===== config.mk =====
export PLATFORM = sky130hd
export DESIGN_NAME = key_pulse_conditioner_flat
export DESIGN_NICKNAME = d
export VERILOG_FILES = /design/src/rtl/key_cond_pkg.sv /design/src/rtl/key_pulse_conditioner_if.sv /design/src/rtl/key_pulse_conditioner_sync_2ff.sv /design/src/rtl/key_pulse_conditioner.sv /design/src/flat_wrapper.sv
export SDC_FILE = /design/constraint.sdc
export NUM_CORES = 1
export LEC_CHECK = 0
export BUFFER_PORTS_ARGS = -buffer_cell sky130_fd_sc_hd__buf_4
export CAP_MARGIN = 20
export CORE_MARGIN = 3
export CORE_UTILIZATION = 37
export CTS_CLUSTER_SIZE = 12
export DETAILED_ROUTE_END_ITERATION = 7
export GPL_TIMING_DRIVEN = 0
export PLACE_DENSITY = 0.56
export SLEW_MARGIN = 25
export SYNTH_ARGS = -nofsm -noshare
export SYNTH_HDL_FRONTEND = slang
export SYNTH_SLANG_ARGS = --single-unit

===== constraint.sdc =====
create_clock -name clk -period 1.9 [get_ports clk]
set_clock_uncertainty 0.05 [all_clocks]
set_input_delay 0 -clock clk [delete_from_list [all_inputs] [get_ports clk]]
set_output_delay 0 -clock clk [all_outputs]
set_load 0.01 [all_outputs]

===== src/rtl/key_cond_pkg.sv =====
// key_cond_pkg: shared FSM state type and timer sizing for the key pulse conditioner
package key_cond_pkg;
  typedef enum logic [1:0] {IDLE, PRESS_DB, HELD, RELEASE_DB} key_state_t;
  function automatic int timer_w(int a, int b);
    return $clog2(a > b ? a : b) + 1;
  endfunction
endpackage


===== src/rtl/key_pulse_conditioner_if.sv =====
// key_pulse_conditioner_if: button-side inputs and pulse/level outputs of the conditioner
interface key_pulse_conditioner_if;
  logic btn_in;
  logic repeat_en;
  logic pulse;
  logic pressed;
  modport master (output btn_in, repeat_en, input pulse, pressed);
  modport slave (input btn_in, repeat_en, output pulse, pressed);
endinterface


===== src/rtl/key_pulse_conditioner_sync_2ff.sv =====
// sync_2ff: two-flop synchronizer for one asynchronous board input, active-low sync reset
module sync_2ff #(
  parameter logic RST_VAL = 1'b0
) (
  input  logic clk,
  input  logic rst,
  input  logic d,
  output logic q
);
  logic m;
  always_ff @(posedge clk)
    if (!rst) {q, m} <= {RST_VAL, RST_VAL};
    else {q, m} <= {m, d};
endmodule


===== src/rtl/key_pulse_conditioner.sv =====
// key_pulse_conditioner: debounced single-cycle press pulse with optional auto-repeat
module key_pulse_conditioner
  import key_cond_pkg::*;
#(
  parameter int DEBOUNCE_CYCLES = 500_000,
  parameter int REPEAT_DELAY    = 25_000_000,
  parameter int REPEAT_PERIOD   = 5_000_000,
  parameter bit ACTIVE_LOW_IN   = 1'b1
) (
  input logic clk,
  input logic rst,
  key_pulse_conditioner_if.slave kif
);
  localparam int TW = timer_w(DEBOUNCE_CYCLES, REPEAT_DELAY);
  localparam logic [TW-1:0] DB_LAST = TW'(DEBOUNCE_CYCLES - 1);
  localparam logic [TW-1:0] RD_LAST = TW'(REPEAT_DELAY - 1);
  localparam logic [TW-1:0] RP_LAST = TW'(REPEAT_PERIOD - 1);
  key_state_t state, state_n;
  logic [TW-1:0] timer, timer_n;
  logic first_done, first_n, pulse_n, s, p, stay_held, fire;
  sync_2ff #(.RST_VAL(ACTIVE_LOW_IN)) u_sync (.clk(clk), .rst(rst), .d(kif.btn_in), .q(s));
  assign p = s ^ ACTIVE_LOW_IN;
  assign stay_held = state == HELD && state_n == HELD;
  assign fire = kif.repeat_en && timer == (first_done ? RP_LAST : RD_LAST);
  always_comb begin
    state_n = state;
    case (state)
      IDLE:       state_n = p ? PRESS_DB : IDLE;
      PRESS_DB:   state_n = !p ? IDLE : (timer == DB_LAST ? HELD : PRESS_DB);
      HELD:       state_n = p ? HELD : RELEASE_DB;
      RELEASE_DB: state_n = p ? HELD : (timer == DB_LAST ? IDLE : RELEASE_DB);
      default:    state_n = IDLE;
    endcase
  end
  // repeat timer only runs while staying in HELD; dropping repeat_en restarts from REPEAT_DELAY
  always_comb begin
    timer_n = (state_n != state || state == IDLE) ? '0 : timer + 1'b1;
    first_n = 1'b0;
    pulse_n = state == PRESS_DB && state_n == HELD;
    if (stay_held) begin
      timer_n = (!kif.repeat_en || fire) ? '0 : timer + 1'b1;
      first_n = kif.repeat_en && (first_done || fire);
      pulse_n = fire;
    end
  end
  always_ff @(posedge clk)
    if (!rst) begin
      state       <= IDLE;
      timer       <= '0;
      first_done  <= 1'b0;
      kif.pulse   <= 1'b0;
      kif.pressed <= 1'b0;
    end else begin
      state       <= state_n;
      timer       <= timer_n;
      first_done  <= first_n;
      kif.pulse   <= pulse_n;
      kif.pressed <= state_n == HELD || state_n == RELEASE_DB;
    end
endmodule

===== src/flat_wrapper.sv =====
// flat-port wrapper written by rule: the top's interface ports become plain ports
module key_pulse_conditioner_flat import key_cond_pkg::*;
#(
  parameter int DEBOUNCE_CYCLES = 500_000,
  parameter int REPEAT_DELAY    = 25_000_000,
  parameter int REPEAT_PERIOD   = 5_000_000,
  parameter bit ACTIVE_LOW_IN   = 1'b1
)
  (clk, rst, kif_btn_in, kif_repeat_en, kif_pulse, kif_pressed);
  key_pulse_conditioner_if kif_i ();
  input logic clk;
  input logic rst;
  input wire logic [$bits(kif_i.btn_in)-1:0] kif_btn_in;
  input wire logic [$bits(kif_i.repeat_en)-1:0] kif_repeat_en;
  output wire logic [$bits(kif_i.pulse)-1:0] kif_pulse;
  output wire logic [$bits(kif_i.pressed)-1:0] kif_pressed;
  assign kif_i.btn_in = kif_btn_in;
  assign kif_i.repeat_en = kif_repeat_en;
  assign kif_pulse = kif_i.pulse;
  assign kif_pressed = kif_i.pressed;
  key_pulse_conditioner #(.DEBOUNCE_CYCLES(DEBOUNCE_CYCLES), .REPEAT_DELAY(REPEAT_DELAY), .REPEAT_PERIOD(REPEAT_PERIOD), .ACTIVE_LOW_IN(ACTIVE_LOW_IN)) u_core (.clk(clk), .rst(rst), .kif(kif_i));
endmodule

* Yosys cells after proc, flatten, opt, wreduce, memory -nomap -nowiden
Index checks and enable logic that the tools add are counted.
Storage, ports and cells: flip-flop bits (word level) 33, input bits 4, output and inout bits 2, logic and storage cells 39
Operators by class: add/sub/neg operators 1, equality and inequality tests 8, muxes and demuxes 12, reductions and logical operators 11
Operators by type and width (count):
- 2-to-1 mux 26 bit | 3
- adder 26 x 1 -> 26 bit (second input constant) | 1
- == test 26 x 19 -> 1 bit (second input constant) | 1
- == test 26 bit | 1
- 2-to-1 mux 25 bit | 1
- == test 2 bit (second input constant) | 4
- 2-to-1 mux 2 bit | 4
- one-hot mux 2 bit (4 select lines) | 1
- logical AND 1 bit | 4
- logical OR 1 bit | 4
- 2-to-1 mux 1 bit | 3
- == test 2 x 1 -> 1 bit (second input constant) | 1
- logical NOT 2 bit | 1
- inequality test 2 bit | 1
- AND reduction 2 bit | 1
- logical NOT 1 bit | 1

* Depth between registers and ports, before layout
depth after elaboration 8, gate-level depth with buffers 8, gate-level depth less buffers 6

* By module
From an unflattened synthesis, not the netlist that was laid out.
Second synthesis, totals: cell total of the unflattened synthesis 179, area, all modules 1564.0 µm²
By module, submodules not included:
- key_pulse_conditioner | instances 1, cells an instance 175, area each 1511.4 µm², sequential area each 600.6 µm²
- sync_2ff | instances 1, cells an instance 4, area each 52.6 µm², sequential area each 40.0 µm²

* Worst setup path before layout
Ideal clock, no wire load.
path type flip-flop to flip-flop, start point register u_core.timer[0], end point register u_core.timer[14], library setup time 0.115 ns, arrival 1.750 ns, required time 1.735 ns, setup slack -0.014 ns, cell stages (with the launch flop) 9, buffers on the path 2, clock period less this slack 1.914 ns, cells stage by stage dfxtp_1 ha_1 and4_1 nand4_1 a2111oi_4 o22a_1 buf_4 buf_6 nor2_1
Between the ends: word-level cells in the longest chain between the ends 8, elaborated cells on any way between the ends 17, those cells by class 1 x add/sub; 4 x eq/ne; 8 x mux; 4 x reduce/logical
Ends and longest elaborated chain:
- start, declared | RTL line key_pulse_conditioner.sv:19 | logic [TW-1:0] timer, timer_n;
- start signal, assigned | RTL line key_pulse_conditioner.sv:55 | timer <= timer_n;
- == test 26 x 19 -> 1 bit | RTL line key_pulse_conditioner.sv:29, key_pulse_conditioner.sv:31
- 2-to-1 mux 2 bit (on tied branches) (2 in a row) | RTL line key_pulse_conditioner.sv:31, key_pulse_conditioner.sv:29
- one-hot mux 2 bit (4 select lines) | RTL line key_pulse_conditioner.sv:27 | case (state)
- inequality test 2 bit | RTL line key_pulse_conditioner.sv:37 | timer_n = (state_n != state || state == IDLE) ? '0 : timer + 1'b1;
- logical OR 1 bit | RTL line key_pulse_conditioner.sv:37
- 2-to-1 mux 26 bit | RTL line key_pulse_conditioner.sv:37
- 2-to-1 mux 26 bit (*) | RTL line key_pulse_conditioner.sv:40 | if (stay_held) begin
Every way passes the cells marked *; elsewhere a longest branch is shown, timed or not. A chain may end at the register's enable or synchronous reset.

* Final worst setup path
start point register u_core.timer[0], end point register u_core.timer[11]
The elaborated chain is that of the path after synthesis.

==> flow_summary.ini <==
[setup_path]
worst-path-buf-inv = 2
path_cells = ha_4, and4_4, nand4_1, a2111oi_4, o22a_1, buf_6, clkbuf_16, nor2_1
slowest_stage = dfxtp_4
worstPathRequired_ns = 2.03
critPathLaunchType = flip-flop
worstPathArrival_ns = 2.00
critical_path.max_stage_delay_ns = 0.37
worstSetupPathType = flip-flop to flip-flop
cp_top_family = simple AND/OR/NAND/NOR gates
critPathMaxFanout = 7
worstSetupEndpointType = flip-flop

[power]
leakage_nw = 0.6867
vdd_drop_max_mv = 0.4018
power_frac_comb = 0.014
switching_share = 0.2078
power_mw = 1.218
p_clk_frac = 0.415
intPower_mw = 0.9645
power_density_nw_per_um2 = 632.7
p_sw_mw = 0.2530
seqPwrFrac = 0.571

[place]
dpl_worst_slack_ns = -0.2237
place_congestion = 0.8038
hpwl_mm = 2.261
port_buffers = 5
place_area_um2 = 1654
dp.cells = 225

[detailed_routing]
ant_nets = 0
wl_per_cell_um = 13.76
vias = 1278
viasPerCell = 5.195
drc = 0
first_iter_violations = 35
drt-pass1-iter-count = 4
drt-total-wl_mm = 3.384

[clock_tree]
htreeDepth = 2
insertion_delay_ns = 0.28
cts_sinks = 33
cts_root_buf = clkbuf_8
path_clk_slew_ns = 0.07
cts_tree = done
cts_max_path_buffers = 2
numCtsBuffers = 5

[sta]
hold_viol_final = 0
hold-worst-slack_ns = 0.09670
slew_viol_final = 0
rsz0062_at_grt = yes
slew_headroom = 0.7032
fin_tns_setup_ns = 0
setup-violations-final = 0
fin_crit_sh = 0.9840
fin_ws_ns = 0.03035
max_freq_mhz = 534.9
period_needed_ns = 1.870
tightest_slew_ns = 0.4418

[die]
start_util = 0.4026
core.rowCount = 22
die_h_um = 70.76
dieArea_um2 = 5006
die_w_um = 70.76
ios = 6
core_area_um2 = 3854

[logic_synthesis]
synth_compound_area_frac = 0.04677
synth_nets = 177
yosysMostFrequentCell = nor2_1
ys_seq_area_frac = 0.4258
yosys.area_share.xor_xnor = 0.1411
synth_enable_flop_cells = 0
synth_simple_gate_area_frac = 0.3427
synthArstFlopShare = 0
synthAdderAreaFrac = 0.008065
syn_area_um2 = 1551
syn_avg_cell_area_um2 = 9.020
synth_top_family_by_area = simple AND/OR/NAND/NOR gates
synth_flop_cell = dfxtp_1
syn_inst = 172
ys_top_cells_by_area = dfxtp_1, xor2_1, nor2_1, nand4_1, xnor2_1
synthTopCellsByCount = nor2_1, dfxtp_1, xor2_1, nand4_1, nand2_1
synth-seq-cells = 33
synthMuxAreaShare = 0
ys_warn_count = 0
yosysTopAreaCell = dfxtp_1
synth.distinct_cells = 30
synth_top_area_share = 0.4258

[layout]
syn_to_final_growth_pct = 24.03
final_cell_count_no_fill = 246
drive_above_1_share = 0.2071
n_antenna_cell = 0
nFillCells = 375
finalNetCount = 202
stdcell_area_um2 = 1924
fin_util = 0.4994

[grt]
first_global_vias = 1251
track_usage = 0.1459
grt_max_degree = 11
gr-total-overflow = 0
antenna_found_initial = 0
grt_first_pass_wirelength_mm = 5.775

[flow_run]
drv_cap = 0

[hold_path]
hp-class = input port to flip-flop

[status]
status = finished clean
-- worst paths after layout --
check / start / endpoint / slack, ns / cells past startpoint
setup reg to reg: u_core.timer[0] / u_core.timer[11] / 0.03 / 8
hold / removal: kif_repeat_en / u_core.first_done / 0.1 / 4
hold reg to reg: u_core.u_sync.m / u_core.u_sync.q / 0.37 / 1
setup / recovery: u_core.timer[0] / u_core.timer[11] / 0.03 / 8
-- cells by family (layout without fill, tap and decap cells) --
kind of cell,Yosys count,after routing
flip-flops,33,33
XOR/XNOR,25,25
AO/OA/AOI/OAI,6,6
AND/OR/NAND/NOR,98,98
adder cells (fa/ha/maj),1,1
buffers and inverters,9,35
-- sequential cells by signal, summed over array words and instances, names as in the netlist --
| register | flops |
|---|---|
| u_core.timer | 26 |
| u_core.kif.pressed | 1 |
| u_core.state | 2 |
| u_core.u_sync.q | 1 |
| u_core.kif.pulse | 1 |
| u_core.first_done | 1 |
| u_core.u_sync.m | 1 |
-- worst min-delay path, stage by stage --
cell	delay (ns)
buf_4	0.11
nor4b_1	0.14
nand2_1	0.09
nor2_1	0.05
-- repair_timing --
| item | in CTS | in global routing |
|---|---|---|
| gates cloned | 0 | 1 |
| hold buffers | 3 | 0 |
| gates resized for setup | 6 | 11 |
| pin swaps | 5 | 3 |
| endpoints found under the setup margin | 28 | 28 |
| setup buffers | 3 | 7 |
| endpoints found under the hold margin | 7 | 0 |
-- routing by layer --
layer / up-vias / wire length (um) / track usage
met4: 0 / 29 / 0.05637
met3: 5 / 120 / 0.05256
li1: 644 / - / -
met5: - / 0 / 0
met1: 612 / 1535 / 0.1691
met2: 17 / 1698 / 0.2451
-- area by class of cell --
type                            instances  area (um2)  share of cell area
Buffer                                  5       51.30             0.02666
Clock buffer                            8       80.08             0.04161
Timing Repair Buffer                   19       167.7             0.08713
Sequential cell                        33       666.9              0.3466
Multi-Input combinational cell        130       887.1              0.4610
Tap cell                               48       60.06             0.03121
Inverter                                3       11.26            0.005852
-- power by group through the flow --
stage                     clock network, mW  registers (mW)  logic [mW]
after floorplan                           0           0.711     0.00456
after global placement                    0           0.711      0.0115
after detailed placement                  0           0.712      0.0118
after CTS                             0.522           0.696      0.0167
after global routing                  0.554           0.694      0.0198
final                                 0.505           0.695      0.0175
-- cell usage in the layout (no fill, tap or decap), drive strengths merged, types with 4 or more instances in the layout --
cell type	netlist	routed
dfxtp	33	33
xor2	19	19
nor4b	4	4
nor3	5	5
nand4	15	15
nand3	10	10
nor2b	4	4
nand2	12	12
xnor2	6	6
buf	5	20
clkbuf	1	9
nor2	36	36
(Power assumes the default switching activity.)
